$ cat config.mk
export PLATFORM = sky130hd
export DESIGN_NAME = cache_miss_ctrl
export DESIGN_NICKNAME = d
export VERILOG_FILES = /design/src/rtl/cache_miss_ctrl_pkg.sv /design/src/rtl/cache_miss_ctrl_tag_store.sv /design/src/rtl/cache_miss_ctrl.sv
export SDC_FILE = /design/constraint.sdc
export NUM_CORES = 1
export LEC_CHECK = 0
export ABC_AREA = 1
export BUFFER_PORTS_ARGS = -buffer_cell sky130_fd_sc_hd__buf_2
export CORE_ASPECT_RATIO = 1.25
export CORE_MARGIN = 2
export CORE_UTILIZATION = 47
export DETAILED_ROUTE_END_ITERATION = 12
export GPL_ROUTABILITY_DRIVEN = 0
export PLACE_DENSITY = 0.85
export SLEW_MARGIN = 5
export SYNTH_ARGS = -nofsm -noshare
export SYNTH_HDL_FRONTEND = slang
export SYNTH_SLANG_ARGS = --single-unit
$ cat constraint.sdc
create_clock -name clk -period 2.9 [get_ports clk]
set_clock_uncertainty 0.2 [all_clocks]
set_input_delay 0.87 -clock clk [delete_from_list [all_inputs] [get_ports clk]]
set_output_delay 0.87 -clock clk [all_outputs]
set_load 0.05 [all_outputs]
$ cat src/rtl/cache_miss_ctrl_pkg.sv
// Shared definitions for the cache miss controller: geometry defaults and FSM encoding.
package cache_miss_ctrl_pkg;

    localparam int INDEX_DEF     = 3;
    localparam int CACHESIZE_DEF = 8;
    localparam int MEMBITS_DEF   = 5;
    localparam int TAGW_DEF      = MEMBITS_DEF - INDEX_DEF;

    typedef logic [1:0] state_t;

    localparam logic [1:0] ST_IDLE  = 2'd0;
    localparam logic [1:0] ST_FETCH = 2'd1;
    localparam logic [1:0] ST_FILL  = 2'd2;
    localparam logic [1:0] ST_WTHRU = 2'd3;

endpackage

$ cat src/rtl/cache_miss_ctrl_tag_store.sv
// Tag array plus valid vector for a direct-mapped cache: one compare port, one write port.
module cache_miss_ctrl_tag_store
    import cache_miss_ctrl_pkg::*;
#(
    parameter int INDEX     = INDEX_DEF,
    parameter int CACHESIZE = CACHESIZE_DEF,
    parameter int TAGW      = TAGW_DEF
) (
    input  logic             clk,
    input  logic             rst_n,
    input  logic [INDEX-1:0] cmp_idx_i,
    input  logic [TAGW-1:0]  cmp_tag_i,
    output logic             cmp_hit_o,
    input  logic             wr_en_i,
    input  logic [INDEX-1:0] wr_idx_i,
    input  logic [TAGW-1:0]  wr_tag_i
);

    logic [TAGW-1:0]      tag_q [CACHESIZE];
    logic [CACHESIZE-1:0] valid_q;

    // Install a tag and mark its line valid; reset invalidates every line.
    always_ff @(posedge clk or negedge rst_n) begin
        if (!rst_n) begin
            valid_q <= '0;
            for (int i = 0; i < CACHESIZE; i++) begin
                tag_q[i] <= '0;
            end
        end else if (wr_en_i) begin
            valid_q[wr_idx_i] <= 1'b1;
            tag_q[wr_idx_i]   <= wr_tag_i;
        end
    end

    // Hit means the indexed line is valid and holds the requested tag.
    always_comb begin
        cmp_hit_o = valid_q[cmp_idx_i] & (tag_q[cmp_idx_i] == cmp_tag_i);
    end

endmodule

$ cat src/rtl/cache_miss_ctrl.sv
// Miss controller in front of a direct-mapped, write-through, no-write-allocate data RAM.
// Resolves hits combinationally, fetches missing words over a req/ack handshake and
// presents a one-cycle refill pulse to the data RAM.
module cache_miss_ctrl
    import cache_miss_ctrl_pkg::*;
#(
    parameter int INDEX     = INDEX_DEF,
    parameter int CACHESIZE = CACHESIZE_DEF,
    parameter int MEMBITS   = MEMBITS_DEF
) (
    input  logic               clk,
    input  logic               rst_n,
    input  logic               cpu_req,
    input  logic               cpu_we,
    input  logic [MEMBITS-1:0] cpu_addr,
    input  logic [31:0]        cpu_wdata,
    output logic               cpu_ready,
    output logic [31:0]        cpu_rdata,
    output logic               cpu_hit,
    output logic [INDEX-1:0]   dr_index,
    output logic [31:0]        dr_wdata,
    output logic               dr_write,
    output logic               dr_read,
    output logic               dr_match,
    output logic               fill_valid,
    output logic               fill_match,
    output logic [MEMBITS-1:0] fill_addr,
    output logic [31:0]        fill_data,
    output logic               mem_req,
    output logic               mem_we,
    output logic [MEMBITS-1:0] mem_addr,
    output logic [31:0]        mem_wdata,
    input  logic               mem_ack,
    input  logic [31:0]        mem_rdata
);

    localparam int TAGW = MEMBITS - INDEX;

    state_t             state_q, state_d;
    logic [MEMBITS-1:0] addr_q, addr_d;
    logic [31:0]        wdata_q, wdata_d;
    logic               hit_q, hit_d;
    logic [31:0]        fill_data_q, fill_data_d;
    logic [31:0]        rdata_q, rdata_d;

    logic               ts_hit_s;
    logic               hit_s;
    logic               tag_we_s;

    cache_miss_ctrl_tag_store #(
        .INDEX     (INDEX),
        .CACHESIZE (CACHESIZE),
        .TAGW      (TAGW)
    ) u_tag_store (
        .clk       (clk),
        .rst_n     (rst_n),
        .cmp_idx_i (cpu_addr[INDEX-1:0]),
        .cmp_tag_i (cpu_addr[MEMBITS-1:INDEX]),
        .cmp_hit_o (ts_hit_s),
        .wr_en_i   (tag_we_s),
        .wr_idx_i  (addr_q[INDEX-1:0]),
        .wr_tag_i  (addr_q[MEMBITS-1:INDEX])
    );

    assign hit_s     = cpu_req & ts_hit_s;
    assign cpu_rdata = rdata_q;
    assign fill_data = fill_data_q;

    // FSM next state, latched transaction context and all strobe outputs.
    always_comb begin
        state_d     = state_q;
        addr_d      = addr_q;
        wdata_d     = wdata_q;
        hit_d       = hit_q;
        fill_data_d = fill_data_q;
        rdata_d     = rdata_q;
        tag_we_s    = 1'b0;
        cpu_ready   = 1'b0;
        cpu_hit     = 1'b0;
        dr_index    = '0;
        dr_wdata    = 32'h0000_0000;
        dr_write    = 1'b0;
        dr_read     = 1'b0;
        dr_match    = 1'b0;
        fill_valid  = 1'b0;
        fill_match  = 1'b0;
        fill_addr   = '0;
        mem_req     = 1'b0;
        mem_we      = 1'b0;
        mem_addr    = '0;
        mem_wdata   = 32'h0000_0000;

        case (state_q)
            ST_IDLE: begin
                dr_index = cpu_addr[INDEX-1:0];
                dr_wdata = cpu_wdata;
                if (cpu_req) begin
                    if (cpu_we) begin
                        // Write-through: RAM updated only when the line is resident.
                        dr_write = hit_s;
                        addr_d   = cpu_addr;
                        wdata_d  = cpu_wdata;
                        hit_d    = hit_s;
                        state_d  = ST_WTHRU;
                    end else if (hit_s) begin
                        dr_read   = 1'b1;
                        dr_match  = 1'b1;
                        cpu_ready = 1'b1;
                        cpu_hit   = 1'b1;
                        state_d   = ST_IDLE;
                    end else begin
                        // RAM read strobed without match so it holds its output.
                        dr_read = 1'b1;
                        addr_d  = cpu_addr;
                        state_d = ST_FETCH;
                    end
                end else begin
                    state_d = ST_IDLE;
                end
            end
            ST_FETCH: begin
                mem_req  = 1'b1;
                mem_addr = addr_q;
                if (mem_ack) begin
                    tag_we_s    = 1'b1;
                    fill_data_d = mem_rdata;
                    rdata_d     = mem_rdata;
                    state_d     = ST_FILL;
                end else begin
                    state_d = ST_FETCH;
                end
            end
            ST_FILL: begin
                // Refill pulse; the CPU is not sampled here so no RAM write can collide.
                fill_valid = 1'b1;
                fill_match = 1'b0;
                fill_addr  = addr_q;
                cpu_ready  = 1'b1;
                cpu_hit    = 1'b0;
                state_d    = ST_IDLE;
            end
            ST_WTHRU: begin
                mem_req   = 1'b1;
                mem_we    = 1'b1;
                mem_addr  = addr_q;
                mem_wdata = wdata_q;
                if (mem_ack) begin
                    cpu_ready = 1'b1;
                    cpu_hit   = hit_q;
                    state_d   = ST_IDLE;
                end else begin
                    state_d = ST_WTHRU;
                end
            end
            default: begin
                state_d = ST_IDLE;
            end
        endcase
    end

    // State and transaction context registers.
    always_ff @(posedge clk or negedge rst_n) begin
        if (!rst_n) begin
            state_q     <= ST_IDLE;
            addr_q      <= '0;
            wdata_q     <= 32'h0000_0000;
            hit_q       <= 1'b0;
            fill_data_q <= 32'h0000_0000;
            rdata_q     <= 32'h0000_0000;
        end else begin
            state_q     <= state_d;
            addr_q      <= addr_d;
            wdata_q     <= wdata_d;
            hit_q       <= hit_d;
            fill_data_q <= fill_data_d;
            rdata_q     <= rdata_d;
        end
    end

endmodule

==> out/results.tsv, run 1 <==
stage	metric	value	unit
die	dieHeight	118.3	um
logic_synthesis	synthesis.nets	629	
global_route	top_usage_layer	met2	
layout	drive_above_1_share	48.37	%
cts	ctsLongestPathBuffers	2	
sta	hold-worst-slack	0.2519	ns
placed_design	dp_hpwl	9.053	mm
sta	fin_ws	-0.2271	ns
cts	path_clk_slew	0.06	ns
cts	cts_made_buffers	9	
global_route	antenna_found_initial	0	
sta	fin_crit	3.127	ns
routing	drt_first_iter_violations	179	
layout	fillers	867	
routing	wl_per_cell	13.85	um
cts	root_buffer	clkbuf_16	
worst_setup_path	critPathArrivalTime	2.06	ns
logic_synthesis	synth-warning-count	0	
routing	viasPerCell	4.762	
cts	clock_latency	0.34	ns
worst_setup_path	crit_path_frequent_cell	nand2_2	
global_route	grt_pass1_wl	19.64	mm
logic_synthesis	syn-cell-area	4908	um2
logic_synthesis	synth-seq-cells	96	
cts	hold_buffers	0	
routing	ant_nets	0	
layout	nNetsFinal	842	
global_route	overflow	0	
global_route	grtUsageMet2	36.84	%
die	initial_core_util	48.32	%
layout	fin_area	6651	um2
run_status	violations	setup timing	
run_status	outcome	finished with violations	
routing	vias	4276	
placed_design	post-place-ws	-0.6288	ns
worst_setup_path	cp-end-kind	output port	
sta	maxSlewHeadroom	65.20	%
layout	antenna_cells	0	
die	dieArea	11280	um2
placed_design	dpl_cell_area	6083	um2
cts	cts_sinks	96	
global_route	grt_max_degree	65	
sta	tightest_slew	0.5219	ns
die	dieWidth	95.41	um
worst_setup_path	rr_worst_depth	7	
logic_synthesis	synth_cell_types	21	
sta	report.final.slew_viol_count	0	
worst_setup_path	cpMaxStageDelayCell	buf_8	
sta	period_share	107.8	%
routing	drt-total-wl	12.43	mm
routing	dr.pass1.iters	5	
die	ios	224	
worst_setup_path	cp_slowest_stage_delay	0.15	ns
worst_setup_path	critPathRequiredTime	1.83	ns
layout	area_delta_synth_final	35.51	%
logic_synthesis	ys_seq_area_share	48.94	%
placed_design	port-buffer-count	222	
die	rows	41	
sta	finalSetupViolCount	4	
logic_synthesis	synthCells	551	
cts	htreeDepth	3	
worst_setup_path	r2r_slack	0.71	ns
global_route	grtUsageTotal	22.17	%
routing	drc	0	
global_route	gr-usage-met1	27.91	%
global_route	met3_usage	4.270	%
run	cap_violations	0	
layout	seq_area	2402	um2
sta	hold_violations	0	
worst_setup_path	worstPathCellList	buf_12, buf_6, nand2_2, nand2_2, nand2_2, nand3_2, nand2_1, nand2_1, nand2_2, buf_6, nand3_4, nor2_4, buf_8	
sta	rsz0062_at_grt	yes	
worst_setup_path	startpoint_type	input port	
logic_synthesis	avgSynthCellArea	8.908	um2
worst_hold_path	hp-class	flop to flop	
worst_setup_path	path_class	input port to output port	
sta	fmax	319.8	MHz
layout	multi_input_comb_area	1854	um2
global_route	grt_pass1_vias	4129	
cts	cts_tree	yes	
worst_hold_path	whs_path_depth	2	
worst_setup_path	crit_fanout	7	
die	core_area	10160	um2
-- path summary, 6_finish.rpt --
| path | end | start |
|---|---|---|
| max | dr_write | cpu_addr[0] |
| min | u_tag_store.valid_q[2]$_DFFE_PN0P_ | u_tag_store.valid_q[2]$_DFFE_PN0P_ |
| max reg2reg | wdata_q[0]$_DFFE_PN0P_ | state_q[0]$_DFF_PN0_ |
| min reg2reg | u_tag_store.valid_q[2]$_DFFE_PN0P_ | u_tag_store.valid_q[2]$_DFFE_PN0P_ |
| max in group asynchronous | wdata_q[19]$_DFFE_PN0P_ | rst_n |
| min in group asynchronous | cpu_rdata[0]$_DFFE_PN0P_ | rst_n |
-- placed cells by master, fill, tap and decap left out, types with 2 or more instances in the layout --
master     netlist  final
a21oi_4          0      2
buf_8            0      3
inv_6            0      3
ha_2             0      2
mux2_2          64     64
buf_4           35     24
nand2_2          3     10
nand2_1        148    141
nor2_1          13      6
buf_2            7    209
dfrtp_1         96     96
clkbuf_16        0      9
nand3_2         10     11
nand3_1         26     23
ha_1             4      2
clkbuf_4         0      5
nor2_4           0      3
nor2_2           1      5
nand3_4          0      2
o21ai_0         17     17
a21oi_1          4      2
clkinv_2         0      3
buf_12           0      4
buf_6            1      6
inv_1          110    108
-- kinds of logic after synthesis --
family	synth area share [%]
AOI/OAI and AO/OA	2.294
buffers and inverters	15.47
DFF	48.94
muxes	14.68
and+or+nand+nor	17.51
other	0.07640
adders and majority gates	1.020
-- what timing repair did --
item                                    CTS  global route
setup buffers                             2             7
resized for setup                        23            25
hold endpoints to repair                  0             0
endpoints found under the setup margin   12            72
gates cloned                              2             0
pin swaps                                13            14
-- critical path, delay by kind of cell --
| kind | cells | cell delay (ns) |
|---|---|---|
| simple gates | 9 | 0.67 |
| buf+inv | 4 | 0.51 |
-- metal layers --
layer	vias to the layer above	routed length, um
met3	27	765
li1	2061	-
met1	2021	5068
met4	0	292
met5	-	0
met2	167	6307
-- area by class of cell --
cell class,instances,area share (%)
Timing Repair inverter,1,0.1317
Tap cell,129,2.427
Inverter,112,6.565
Sequential cell,96,36.12
Clock buffer,10,3.593
Timing Repair Buffer,252,22.31
Multi-Input combinational cell,292,27.88
Clock inverter,6,0.9782
-- flip-flops by register name, indices dropped and copies added (netlist names) --
signal and cells:
cpu_rdata 32, wdata_q 32, u_tag_store.tag_q 16, u_tag_store.valid_q 8
addr_q 5, state_q 2, hit_q 1
-- cell usage after synthesis (all sizes together) --
library cell / instances / area [um2]
conb: 1 / 3.750
dfrtp: 96 / 2402
a21oi: 4 / 20.02
mux2: 64 / 720.7
ha: 4 / 50.05
nor2: 14 / 55.06
clkbuf: 6 / 22.52
clkinv: 1 / 3.750
inv: 111 / 416.7
buf: 45 / 316.6
o21ai: 17 / 85.08
o211ai: 1 / 7.510
nand2: 151 / 574.3
nand3: 36 / 230.2
-- metrics by stage --
stage	cells	TNS, ns	utilization [%]
6_report	898	-0.8028	65.48
5_1_grt	898	-1.077	65.48
4_1_cts	891	-0.7725	64.22
3_5_place_dp	871	-2.286	59.89
3_3_place_gp	871	-2.070	59.89
2_1_floorplan	551	-0.5374	-
Power of run 1 is not shown: default switching activity piles up to over one toggle a cycle in this logic, so the estimate is an artifact.
==> run 2: changes to the inputs <==
--- a/config.mk
+++ b/config.mk
@@ -9,11 +9,12 @@
 export BUFFER_PORTS_ARGS = -buffer_cell sky130_fd_sc_hd__buf_2
 export CORE_ASPECT_RATIO = 1.25
 export CORE_MARGIN = 2
-export CORE_UTILIZATION = 47
+export CORE_UTILIZATION = 48
 export DETAILED_ROUTE_END_ITERATION = 12
 export GPL_ROUTABILITY_DRIVEN = 0
-export PLACE_DENSITY = 0.85
+export PLACE_DENSITY = 0.86
 export SLEW_MARGIN = 5
 export SYNTH_ARGS = -nofsm -noshare
 export SYNTH_HDL_FRONTEND = slang
+export SYNTH_HIERARCHICAL = 1
 export SYNTH_SLANG_ARGS = --single-unit
==> out/results.tsv, run 2 <==
stage	metric	value	unit
logic_synthesis	synthesis.nets	763	
routing	vias	4898	
pwr	peakVddDrop	0.0006315	V
logic_synthesis	avgSynthCellArea	7.334	um2
cts	root_buffer	clkbuf_16	
worst_hold_path	holdPathEnd	u_tag_store/valid_q[0]$_DFFE_PN0P_	
logic_synthesis	yosysMostFrequentCell	nand2_1	
run_status	outcome	finished with violations	
logic_synthesis	ys_seq_area_share	47.82	%
logic_synthesis	yosysTopAreaCell	dfrtp_1	
routing	wl_met3	992	um
routing	drt_first_iter_violations	241	
sta	period_share	116.3	%
worst_setup_path	crit_fanout	7	
worst_setup_path	rr_startpoint	state_q[1]$_DFF_PN0_	
routing	ant_nets	0	
layout	fillers	894	
pwr	power_density	1267	nW/um2
routing	dr.pass1.iters	8	
global_route	overflow	0	
run	cap_violations	0	
logic_synthesis	yosys-top-cells-count	303 x nand2_1, 114 x inv_1, 96 x dfrtp_1	
logic_synthesis	synth_top_area_share	47.82	%
layout	final_common_cell	nand2_1	
sta	hold-worst-slack	0.2593	ns
cts	cts_made_buffers	9	
routing	drc	0	
worst_hold_path	whs_path_depth	2	
logic_synthesis	synth_async_sr_flop_share	100.0	%
sta	report.final.slew_viol_count	0	
cts	cts_sinks	96	
cts	ctsLongestPathBuffers	2	
layout	seq_area	2402	um2
global_route	grt_pass1_vias	4623	
global_route	grt_max_degree	42	
die	dieWidth	95.50	um
worst_setup_path	path_class	input port to output port	
layout	drive_above_1_share	34.87	%
routing	top_layer_used	met4	
sta	maxSlewHeadroom	64.72	%
logic_synthesis	ys.flop_type	dfrtp_1	
layout	multi_input_comb_area	1904	um2
sta	fmax	296.4	MHz
worst_hold_path	hp-class	flop to flop	
sta	fin_crit	3.374	ns
cts	clock_latency	0.34	ns
run_status	violations	setup timing	
global_route	antenna_found_initial	0	
worst_setup_path	cp-end-kind	output port	
sta	hold_violations	0	
global_route	grtUsageTotal	24.48	%
worst_setup_path	critPathRequiredTime	1.83	ns
layout	layout_common_cells	293 x nand2_1, 206 x buf_2, 113 x inv_1, 96 x dfrtp_1, 42 x nand3_1	
cts	path_clk_slew	0.07	ns
layout	nNetsFinal	962	
routing	drt-total-wl	13.99	mm
layout	fin_util	65.83	%
global_route	grt_pass1_wl	21.62	mm
sta	fin_ws	-0.4739	ns
worst_setup_path	reg2reg_to	u_tag_store/tag_q[15]$_DFFE_PN0P_	
logic_synthesis	synth-seq-cells	96	
cts	cts_tree	yes	
cts	htreeDepth	3	
routing	wl_met2	6.876	mm
die	ios	224	
placed_design	dp_hpwl	9.902	mm
logic_synthesis	synth-edff-count	0	
logic_synthesis	synth_area_leaders	dfrtp_1 48%, nand2_1 23%, inv_1 8.5%	
worst_setup_path	rr_worst_depth	9	
logic_synthesis	synth-warning-count	6	
routing	viasPerCell	4.811	
layout	area_delta_synth_final	33.10	%
die	rows	41	
logic_synthesis	syn-cell-area	5024	um2
worst_hold_path	hp-start	u_tag_store/valid_q[0]$_DFFE_PN0P_	
logic_synthesis	synth_cell_types	23	
layout	antenna_cells	0	
placed_design	port-buffer-count	222	
sta	rsz0062_at_grt	yes	
sta	tightest_slew	0.5292	ns
routing	drt-met1-wl	5.536	mm
worst_setup_path	r2r_slack	0.98	ns
die	core_area	10160	um2
pwr	power.leakage	0.004390	uW
die	initial_core_util	49.46	%
worst_setup_path	startpoint_type	input port	
die	dieArea	11300	um2
sta	finalSetupViolCount	4	
die	dieHeight	118.4	um
routing	wl_per_cell	13.75	um
pwr	power	8474	uW
worst_setup_path	critPathArrivalTime	2.30	ns
logic_synthesis	synthCells	685	
==> run 2: cell count changes after synthesis, sizes merged, moves of 2 or more <==
cell / before / now
a21oi: 4 / 6
nand3: 36 / 56
inv: 111 / 118
mux2: 64 / 0
buf: 45 / 60
clkbuf: 6 / 0
nor2: 14 / 8
nand2: 151 / 309
o21ai: 17 / 21
or2: 0 / 2
==> run 2: stage by stage <==
stage               std cells  TNS (ns)  setup WS (ns)  cell area, um2
finish                   1018    -1.649        -0.4739            6686
global placement         1001    -2.258        -0.6502            6138
CTS                      1018    -1.765        -0.5054            6593
floorplan                 685    -1.276        -0.3578            5067
detailed placement       1001    -2.416        -0.6954            6138
global route             1018    -1.958        -0.5476            6686
==> run 2: logic make-up (layout without fill, tap and decap cells) <==
| family | count (synthesis) | count (layout) | share of synthesized area (%) |
|---|---|---|---|
| AOI/OAI and AO/OA | 29 | 29 | 3.064 |
| adders and majority gates | 4 | 4 | 0.9963 |
| DFF | 96 | 96 | 47.82 |
| and+or+nand+nor | 377 | 377 | 30.46 |
| buffers and inverters | 178 | 382 | 17.58 |
| other | 1 | 1 | 0.07465 |
==> run 2: metal layers <==
metal | vias to the layer above | track usage (%)
met5 | - | 0
met4 | 0 | 12.77
met3 | 49 | 3.059
met2 | 237 | 41.77
met1 | 2229 | 29.69
li1 | 2383 | -
==> run 2: final cells by class <==
cell class | count | area share (%)
inverters | 118 | 6.737
multi-input cells | 411 | 28.48
well taps | 129 | 2.414
clock buffers | 11 | 3.780
repair buffers | 248 | 21.71
flip-flops and latches | 96 | 35.93
clock inverters | 5 | 0.9543
==> run 2: how the worst max path moves through the flow <==
stage / to / slack, ns / cells after the start / startpoint
after detailed placement: cpu_ready / -0.70 / 13 / cpu_addr[0]
after floorplan: cpu_hit / -0.36 / 13 / cpu_addr[0]
final: cpu_ready / -0.47 / 14 / cpu_addr[0]
after CTS: cpu_hit / -0.51 / 14 / cpu_addr[0]
after global routing: cpu_ready / -0.55 / 13 / cpu_addr[1]
after global placement: cpu_ready / -0.65 / 14 / cpu_addr[0]
==> run 2: repair_timing <==
| action | in CTS | in global routing |
|---|---|---|
| endpoints found under the setup margin | 4 | 37 |
| hold buffers | 0 | 0 |
| setup buffers | 1 | 0 |
| gates resized for setup | 32 | 27 |
| pin swaps | 19 | 12 |
| gates cloned | 1 | 0 |
==> run 2: power by group <==
group          internal, uW  leakage (uW)  switching [uW]
Clock                   722      0.000152             513
Sequential             1910       0.00118             407
Combinational          1110       0.00306            3820
Total                  3740       0.00439            4730
==> run 2: worst max-delay path: stages <==
cell	delay, ns
buf_12	0.12
buf_12	0.15
nand2_2	0.08
nand3_2	0.08
nand3_2	0.08
nand2_1	0.06
nand2_1	0.08
nand2_2	0.07
nor2_4	0.13
inv_2	0.06
nor2_4	0.09
nand2_4	0.09
a21oi_4	0.16
buf_6	0.17
Note: power is estimated with default switching activity, not from simulation.
